<file path="src/rtl/pipe_pkg.sv">
// Shared pipeline definitions: exception code width, default exception vector,
// MIPS-style ExcCode constants and the exception-merge helper.
package pipe_pkg;

  localparam int EXC_W = 4;
  localparam logic [31:0] EXC_VECTOR_DEF = 32'h0000_4180;

  typedef enum logic [EXC_W-1:0] {
    EXC_INT  = 4'd0,
    EXC_ADEL = 4'd4,
    EXC_ADES = 4'd5,
    EXC_RI   = 4'd10,
    EXC_OV   = 4'd12
  } exc_code_e;

  // An exception inherited from an earlier stage always outranks one found here.
  function automatic logic [EXC_W-1:0] merge_exc(input logic [EXC_W-1:0] exc_old,
                                                 input logic [EXC_W-1:0] exc_new);
    logic [EXC_W-1:0] res;
    if (exc_old != 4'd0) begin
      res = exc_old;
    end else begin
      res = exc_new;
    end
    return res;
  endfunction

endpackage

</file>
<file path="src/rtl/pipe_skid_buf.sv">
// Ready/valid storage of 1 entry (combinational ready) or 2 entries (registered
// ready, head entry always drives the output). clr empties it synchronously.
module pipe_skid_buf #(
  parameter int WIDTH = 8,
  parameter int DEPTH = 1
) (
  input  logic             clk,
  input  logic             rst_n,
  input  logic             clr,
  input  logic             push_valid,
  output logic             push_ready,
  input  logic [WIDTH-1:0] push_data,
  output logic             pop_valid,
  input  logic             pop_ready,
  output logic [WIDTH-1:0] pop_data
);

  generate
    if (DEPTH == 1) begin : g_single
      logic [WIDTH-1:0] head_q, head_d;
      logic             head_vld_q, head_vld_d;
      logic             push_s, pop_s;

      assign push_ready = !head_vld_q | pop_ready;
      assign pop_valid  = head_vld_q;
      assign pop_data   = head_q;

      always_comb begin
        head_d     = head_q;
        head_vld_d = head_vld_q;
        push_s     = push_valid & push_ready;
        pop_s      = head_vld_q & pop_ready;
        if (clr) begin
          head_vld_d = 1'b0;
        end else if (push_s) begin
          head_d     = push_data;
          head_vld_d = 1'b1;
        end else if (pop_s) begin
          head_vld_d = 1'b0;
        end else begin
          head_vld_d = head_vld_q;
        end
      end

      always_ff @(posedge clk or negedge rst_n) begin
        if (!rst_n) begin
          head_q     <= {WIDTH{1'b0}};
          head_vld_q <= 1'b0;
        end else begin
          head_q     <= head_d;
          head_vld_q <= head_vld_d;
        end
      end
    end else begin : g_skid
      logic [WIDTH-1:0] head_q, head_d, tail_q, tail_d;
      logic             head_vld_q, head_vld_d, tail_vld_q, tail_vld_d;
      logic             rdy_q, rdy_d;
      logic             push_s, pop_s;

      assign push_ready = rdy_q;
      assign pop_valid  = head_vld_q;
      assign pop_data   = head_q;

      // Tail only fills when the head is stalled; it refills the head on pop.
      always_comb begin
        head_d     = head_q;
        head_vld_d = head_vld_q;
        tail_d     = tail_q;
        tail_vld_d = tail_vld_q;
        push_s     = push_valid & rdy_q;
        pop_s      = head_vld_q & pop_ready;
        if (clr) begin
          head_vld_d = 1'b0;
          tail_vld_d = 1'b0;
        end else if (!head_vld_q) begin
          if (push_s) begin
            head_d     = push_data;
            head_vld_d = 1'b1;
          end else begin
            head_vld_d = 1'b0;
          end
        end else if (!tail_vld_q) begin
          if (push_s && pop_s) begin
            head_d = push_data;
          end else if (push_s) begin
            tail_d     = push_data;
            tail_vld_d = 1'b1;
          end else if (pop_s) begin
            head_vld_d = 1'b0;
          end else begin
            head_vld_d = head_vld_q;
          end
        end else begin
          if (pop_s) begin
            head_d     = tail_q;
            tail_vld_d = 1'b0;
          end else begin
            tail_vld_d = tail_vld_q;
          end
        end
        rdy_d = !(head_vld_d & tail_vld_d);
      end

      always_ff @(posedge clk or negedge rst_n) begin
        if (!rst_n) begin
          head_q     <= {WIDTH{1'b0}};
          tail_q     <= {WIDTH{1'b0}};
          head_vld_q <= 1'b0;
          tail_vld_q <= 1'b0;
          rdy_q      <= 1'b1;
        end else begin
          head_q     <= head_d;
          tail_q     <= tail_d;
          head_vld_q <= head_vld_d;
          tail_vld_q <= tail_vld_d;
          rdy_q      <= rdy_d;
        end
      end
    end
  endgenerate

endmodule

</file>
<file path="src/rtl/pipe_stage_reg.sv">
// Pipeline stage register with flush/exception bubbles that keep EPC/BD valid.
// Define PIPE_STAGE_SKID_EN for a 2-entry skid buffer with registered in_ready.
module pipe_stage_reg
  import pipe_pkg::*;
#(
  parameter int          DATA_W     = 136,
  parameter int          PC_W       = 32,
  parameter logic [31:0] EXC_VECTOR = EXC_VECTOR_DEF
) (
  input  logic              clk,
  input  logic              reset,
  input  logic              in_valid,
  output logic              in_ready,
  input  logic [DATA_W-1:0] in_data,
  input  logic [PC_W-1:0]   in_pc,
  input  logic              in_bd,
  input  logic [EXC_W-1:0]  in_exc_old,
  input  logic [EXC_W-1:0]  in_exc_new,
  output logic              out_valid,
  input  logic              out_ready,
  output logic [DATA_W-1:0] out_data,
  output logic [PC_W-1:0]   out_pc,
  output logic              out_bd,
  output logic [EXC_W-1:0]  out_exc,
  input  logic              flush,
  input  logic              req
);

`ifdef PIPE_STAGE_SKID_EN
  localparam int DEPTH = 2;
`else
  localparam int DEPTH = 1;
`endif

  localparam int PAY_W = DATA_W + EXC_W + PC_W + 1;

  logic             live_q;
  logic             kill_s;
  logic             buf_ready_s, buf_valid_s;
  logic [PAY_W-1:0] push_data_s, buf_data_s;
  logic [PC_W-1:0]  bub_pc_q, bub_pc_d;
  logic             bub_bd_q, bub_bd_d;

  assign kill_s      = req | flush;
  assign in_ready    = live_q & buf_ready_s & ~kill_s;
  assign push_data_s = {in_data, merge_exc(in_exc_old, in_exc_new), in_pc, in_bd};

  pipe_skid_buf #(
    .WIDTH(PAY_W),
    .DEPTH(DEPTH)
  ) u_buf (
    .clk       (clk),
    .rst_n     (reset),
    .clr       (kill_s),
    .push_valid(in_valid & live_q & ~kill_s),
    .push_ready(buf_ready_s),
    .push_data (push_data_s),
    .pop_valid (buf_valid_s),
    .pop_ready (out_ready),
    .pop_data  (buf_data_s)
  );

  // Bubble PC/BD tracks upstream whenever nothing valid is presented, so an
  // exception taken on a bubble still reports the correct EPC and BD.
  always_comb begin
    bub_pc_d = bub_pc_q;
    bub_bd_d = bub_bd_q;
    if (req) begin
      bub_pc_d = PC_W'(EXC_VECTOR);
      bub_bd_d = 1'b0;
    end else if (flush || !buf_valid_s) begin
      bub_pc_d = in_pc;
      bub_bd_d = in_bd;
    end else begin
      bub_pc_d = bub_pc_q;
      bub_bd_d = bub_bd_q;
    end
  end

  always_ff @(posedge clk or negedge reset) begin
    if (!reset) begin
      live_q   <= 1'b0;
      bub_pc_q <= {PC_W{1'b0}};
      bub_bd_q <= 1'b0;
    end else begin
      live_q   <= 1'b1;
      bub_pc_q <= bub_pc_d;
      bub_bd_q <= bub_bd_d;
    end
  end

  always_comb begin
    out_valid = buf_valid_s;
    if (buf_valid_s) begin
      out_data = buf_data_s[PAY_W-1 -: DATA_W];
      out_exc  = buf_data_s[PC_W+EXC_W -: EXC_W];
      out_pc   = buf_data_s[PC_W:1];
      out_bd   = buf_data_s[0];
    end else begin
      out_data = {DATA_W{1'b0}};
      out_exc  = {EXC_W{1'b0}};
      out_pc   = bub_pc_q;
      out_bd   = bub_bd_q;
    end
  end

endmodule

</file>
<file path="config.mk">
export PLATFORM = sky130hd
export DESIGN_NAME = pipe_stage_reg
export DESIGN_NICKNAME = d
export VERILOG_FILES = /design/src/rtl/pipe_pkg.sv /design/src/rtl/pipe_skid_buf.sv /design/src/rtl/pipe_stage_reg.sv
export SDC_FILE = /design/constraint.sdc
export NUM_CORES = 1
export LEC_CHECK = 0
export BUFFER_PORTS_ARGS = -buffer_cell sky130_fd_sc_hd__buf_2
export CAP_MARGIN = 20
export CORE_ASPECT_RATIO = 0.75
export CORE_MARGIN = 3
export CORE_UTILIZATION = 40
export CTS_CLUSTER_DIAMETER = 80
export CTS_CLUSTER_SIZE = 25
export DETAILED_ROUTE_END_ITERATION = 10
export PLACE_DENSITY = 0.7
export SETUP_SLACK_MARGIN = 0.5
export SYNTH_ARGS = -nofsm -noshare
export SYNTH_HDL_FRONTEND = slang
export SYNTH_HIERARCHICAL = 1
export SYNTH_SLANG_ARGS = --single-unit
</file>
<file path="constraint.sdc">
create_clock -name clk -period 1.5 [get_ports clk]
set_input_delay 0.3 -clock clk [delete_from_list [all_inputs] [get_ports clk]]
set_output_delay 0.3 -clock clk [all_outputs]
set_load 0.1 [all_outputs]
</file>
Yosys cells after proc, flatten, opt, wreduce, memory -nomap -nowiden
Cells that the tools add are included.
{ "totals": {"inputBits": 183, "output_inout_bits": 175, "regBits": 208} }
{ "classes": {"reduce_logical": 6, "n_bitwise": 9, "n_mux": 12} }
{ "op_table": {"columns": ["operator", "count"], "rows": [
  ["136-bit 2-to-1 mux", 1],
  ["32-bit 2-to-1 mux", 3],
  ["4-bit 2-to-1 mux", 2],
  ["1-bit bitwise AND", 6],
  ["1-bit 2-to-1 mux", 6],
  ["4-bit nonzero test", 1],
  ["3-bit nonzero test", 1],
  ["1-bit OR", 2],
  ["2-bit AND reduction", 1],
  ["2-bit nonzero test", 1],
  ["1-bit zero test", 1],
  ["1-bit logical OR", 1],
  ["1-bit inverter", 1]
]} }

Logic depth before layout (Yosys ltp)
{ "logic_depth": {"depth_word": 6, "depth_mapped": 8, "depth_no_buf": 4} }

Modules after synthesis
The synthesis kept the hierarchy.
{ "modules_own_cells": {"columns": ["module", "area_each_um2", "cells_each", "seq_area_each_um2", "instances"], "rows": [
  ["pipe_skid_buf", 6546.3, 371, 4354.2, 1],
  ["pipe_stage_reg", 3091.7, 358, 850.8, 1]
]} }

Least setup slack after synthesis
No wires, ideal clock.
{ "synth_path": {"path_type": "register -> output", "startpoint": "register u_buf.g_single.head_vld_q, in the netlist u_buf/pop_valid", "endpoint": "output port out_data[100]", "slack_ns": -1.118, "path_stages_with_launch": 5, "t_arrival_ns": 2.318, "required_ns": 1.200, "path_cell_list": "dfrtp_1 -> buf_4 -> buf_4 -> buf_2 -> and2_1"} }
{ "synth_between": {"elab_chain_cells": 1} }
{ "synth_rtl": {"columns": ["element", "line", "text"], "rows": [
  ["start, declared", "pipe_skid_buf.sv:21", "logic head_vld_q, head_vld_d;"],
  ["start signal, assigned", "pipe_skid_buf.sv:51", "head_vld_q <= head_vld_d;"],
  ["136-bit 2-to-1 mux", "pipe_stage_reg.sv:94", "if (buf_valid_s) begin"],
  ["end, declared", "pipe_stage_reg.sv:21", "output logic [DATA_W-1:0] out_data,"]
]} }
Every way passes these cells.

Worst setup path after layout
{ "layout_path": {"startpoint": "register u_buf.g_single.head_vld_q, in the netlist u_buf/pop_valid", "endpoint": "output port out_pc[4]"} }
{ "layout_between": {"elab_chain_cells": 1} }
{ "layout_rtl": {"columns": ["element", "line", "text"], "rows": [
  ["32-bit 2-to-1 mux", "pipe_stage_reg.sv:94", null],
  ["end, declared", "pipe_stage_reg.sv:22", "output logic [PC_W-1:0] out_pc,"]
]} }
Every way passes these cells.

==> flow_metrics.py <==
metrics = {
    "sta": {
        "slew_viol_final": 0,
        "slew_headroom": 0.635,
        "timing.final.ws_setup_ns": -0.660,
        "period_minus_slack_ns": 2.16,
        "tightest_slew_ns": 0.547,
        "rsz0062_at_grt": "yes",
        "max_freq_mhz": 463,
        "setup_viol": 354,
        "period_share": 1.44,
        "fin_tns_setup_ns": -185.05,
        "whs_ns": 0.0469,
        "finalClockSkew_ns": 0.0270,
        "hold_viol": 0,
    },
    "critical_path": {
        "critPathKind": "register to output port",
        "worst_setup_path_start_kind": "register",
        "max_stage_delay_ns": 0.50,
        "crit_buf_inv": 4,
        "crit_required_ns": 1.20,
        "slowest_stage": "dfrtp_4",
        "crit_path_frequent_cell": "buf_12",
        "cp_data_arrival_time_ns": 1.86,
        "endpoint_kind": "output port",
        "path_max_fanout": 6,
        "crit_chain": "buf_8 > buf_12 > buf_6 > mux2_4 > buf_12",
        "crit_family": "buffers and inverters",
    },
    "grt": {
        "overflow": 0,
        "first_global_vias": 7827,
        "grt_max_degree": 67,
        "grt_antenna_before_repair": 6,
        "grt_pass1_wl_um": 45100,
        "grt_usage": 0.219,
    },
    "synthesis": {
        "avgSynthCellArea_um2": 13.2,
        "yosys_warnings": 6,
        "synthDistinctLibCells": 22,
        "yosys.area.top_type": "dfrtp_1",
        "syn-num-nets": 912,
        "synth.area.top_cells": "dfrtp_1 (54%), mux2_2 (23%), and2_1 (9.1%)",
        "ys_seq_elements": 208,
        "synth_area_um2": 9640,
        "synth_top_area_share": 0.540,
        "synth_cells": 729,
        "seq_area_frac_synth": 0.540,
    },
    "placed_design": {
        "numPortBuffers": 357,
        "gp_congestion": 0.772,
        "post_dp_cell_area_um2": 15300,
        "dpl.cell_count": 1370,
        "dpl.hpwl_um": 20900,
    },
    "clock_network": {
        "clockBufferDepth": 3,
        "cts-root-buf": "clkbuf_16",
        "cts_buffers": 12,
        "clk_pin_slew_worst_paths_ns": 0.10,
        "clkLatencyLatePin_ns": 0.48,
        "cts-htree-levels": 1,
        "clock-sinks": 208,
        "cts_tree": "yes",
    },
    "routing": {
        "wl_per_cell_um": 21.3,
        "drt_iter0_markers": 284,
        "vias": 7159,
        "totalWireLength_um": 30300,
        "drtPass1Iterations": 5,
        "via_per_inst": 5.02,
        "drc": 0,
        "ant_nets": 0,
    },
    "layout": {
        "nNetsFinal": 1302,
        "drive_above_1_share": 0.715,
        "area_growth_pct": 71.6,
        "multi_input_area_um2": 4880,
        "final_cell_mix": "dfrtp_1 (207), buf_12 (191), buf_2 (181), mux2_4 (140), and2_4 (105)",
        "layout.cells.non_filler": 1426,
        "register_area_um2": 5210,
        "n_fill_cell": 1503,
        "fin_area_um2": 16500,
        "final_common_cell": "dfrtp_1",
    },
    "power": {
        "internal-power_mw": 9.86,
        "p_leak_nw": 7.64,
        "switching_power_mw": 3.69,
        "p_seq_frac": 0.523,
        "irDropWorstVdd_uv": 553,
        "power_frac_clock": 0.255,
        "sw_frac_of_total": 0.273,
        "power.density_nw_per_um2": 820,
        "combPwrFrac": 0.222,
    },
    "floorplanning": {
        "start_util": 0.413,
        "rows": 48,
        "die-width_um": 185,
        "core_area_um2": 23400,
        "io-pin-count": 358,
        "die_y_um": 140,
        "die_area_um2": 26000,
    },
    "flow_run": {
        "maxCapViolations": 0,
    },
    "status": {
        "violations": "negative setup slack",
        "outcome": "complete, but fails checks",
    },
    "worst_hold_path": {
        "min_path_type": "input port to register",
    },
}
[power by group through the flow]
stage	Clock (mW)	Combinational (mW)	Sequential [mW]
global placement	0	2.85	7.11
detailed placement	0	2.95	7.15
CTS	3.54	3.00	7.09
global route	3.75	3.18	7.22
finish	3.46	3.01	7.09
floorplan	0	2.03	6.97
[worst register-to-register path, delay by kind of cell, from the launching register on]
family                 cells  cell delay [ns]
buffers and inverters      5             0.79
flip-flops                 1             0.50
multiplexers               1             0.31
AND/OR/NAND/NOR            2             0.39
[cells in the mapped netlist (all sizes together)]
library cell / number
o21ai: 30
dfrtp: 208
nand4bb: 29
nand2b: 30
inv: 6
nor2b: 2
clkbuf: 17
and3: 2
or4bb: 1
a31o: 4
and2: 140
nor3b: 1
mux2: 206
conb: 1
mux2i: 3
buf: 38
nor2: 11
[metrics by stage]
step	power (mW)	util	worst slack, ns
after floorplan	9.00	-	-0.398
after global placement	9.95	0.655	-0.380
after detailed placement	10.1	0.655	-0.437
after CTS	13.6	0.688	-0.673
after global routing	14.2	0.708	-0.701
final	13.6	0.708	-0.660
[kinds of logic (layout without fill, tap and decap cells)]
family,Yosys count,after routing,share of synthesized area
AND/OR/NAND/NOR,216,216,0.154
multiplexers,209,209,0.244
flip-flops,208,208,0.540
buffers and inverters,61,454,0.0422
AO/OA/AOI/OAI,34,34,0.0192
other,1,5,0.000389
[path summary, 6_finish.rpt]
path	from	endpoint	slack, ns	depth (start not counted)
max	u_buf/pop_valid	out_pc[4]	-0.66	5
min	in_data[22]	u_buf/pop_data[59]	0.05	2
max reg2reg	u_buf/pop_valid	u_buf/pop_data[54]	-0.60	8
min reg2reg	u_buf/pop_data[0]	u_buf/pop_data[0]	0.50	1
max in group asynchronous	reset	bub_pc_q[27]	0.61	3
min in group asynchronous	reset	u_buf/pop_data[68]	0.28	2
[state kept, by name (all words and copies together) (netlist names)]
name and count:
bub_bd_q 1, u_buf/pop_valid 1, bub_pc_q 32, u_buf/pop_data 173
live_q 1
[repair_timing]
| item | 4_1_cts | 5_1_grt |
|---|---|---|
| endpoints found under the setup margin | 381 | 382 |
| hold buffers | 1 | 0 |
| hold endpoints to repair | 23 | 0 |
| pin swaps | 1 | 2 |
| resized for setup | 83 | 21 |
| buffers inserted | 6 | 9 |
| gates cloned | 7 | 12 |
[final cells by class]
| type | instances | share of cell area |
|---|---|---|
| antenna | 4 | 0.000605 |
| clock buffer | 14 | 0.0199 |
| inverter | 6 | 0.00136 |
| sequential | 208 | 0.315 |
| clock inverter | 3 | 0.00136 |
| timing repair buffer | 431 | 0.344 |
| multi-input combinational | 460 | 0.295 |
| tap | 300 | 0.0227 |
[per-layer routing]
metal,routed length (um),GRT usage,vias to the layer above
met2,14900,0.370,263
met5,43,0,-
met4,499,0.0379,8
met3,2740,0.0805,33
met1,12100,0.275,3581
li1,-,-,3274
(Power assumes the default switching activity.)
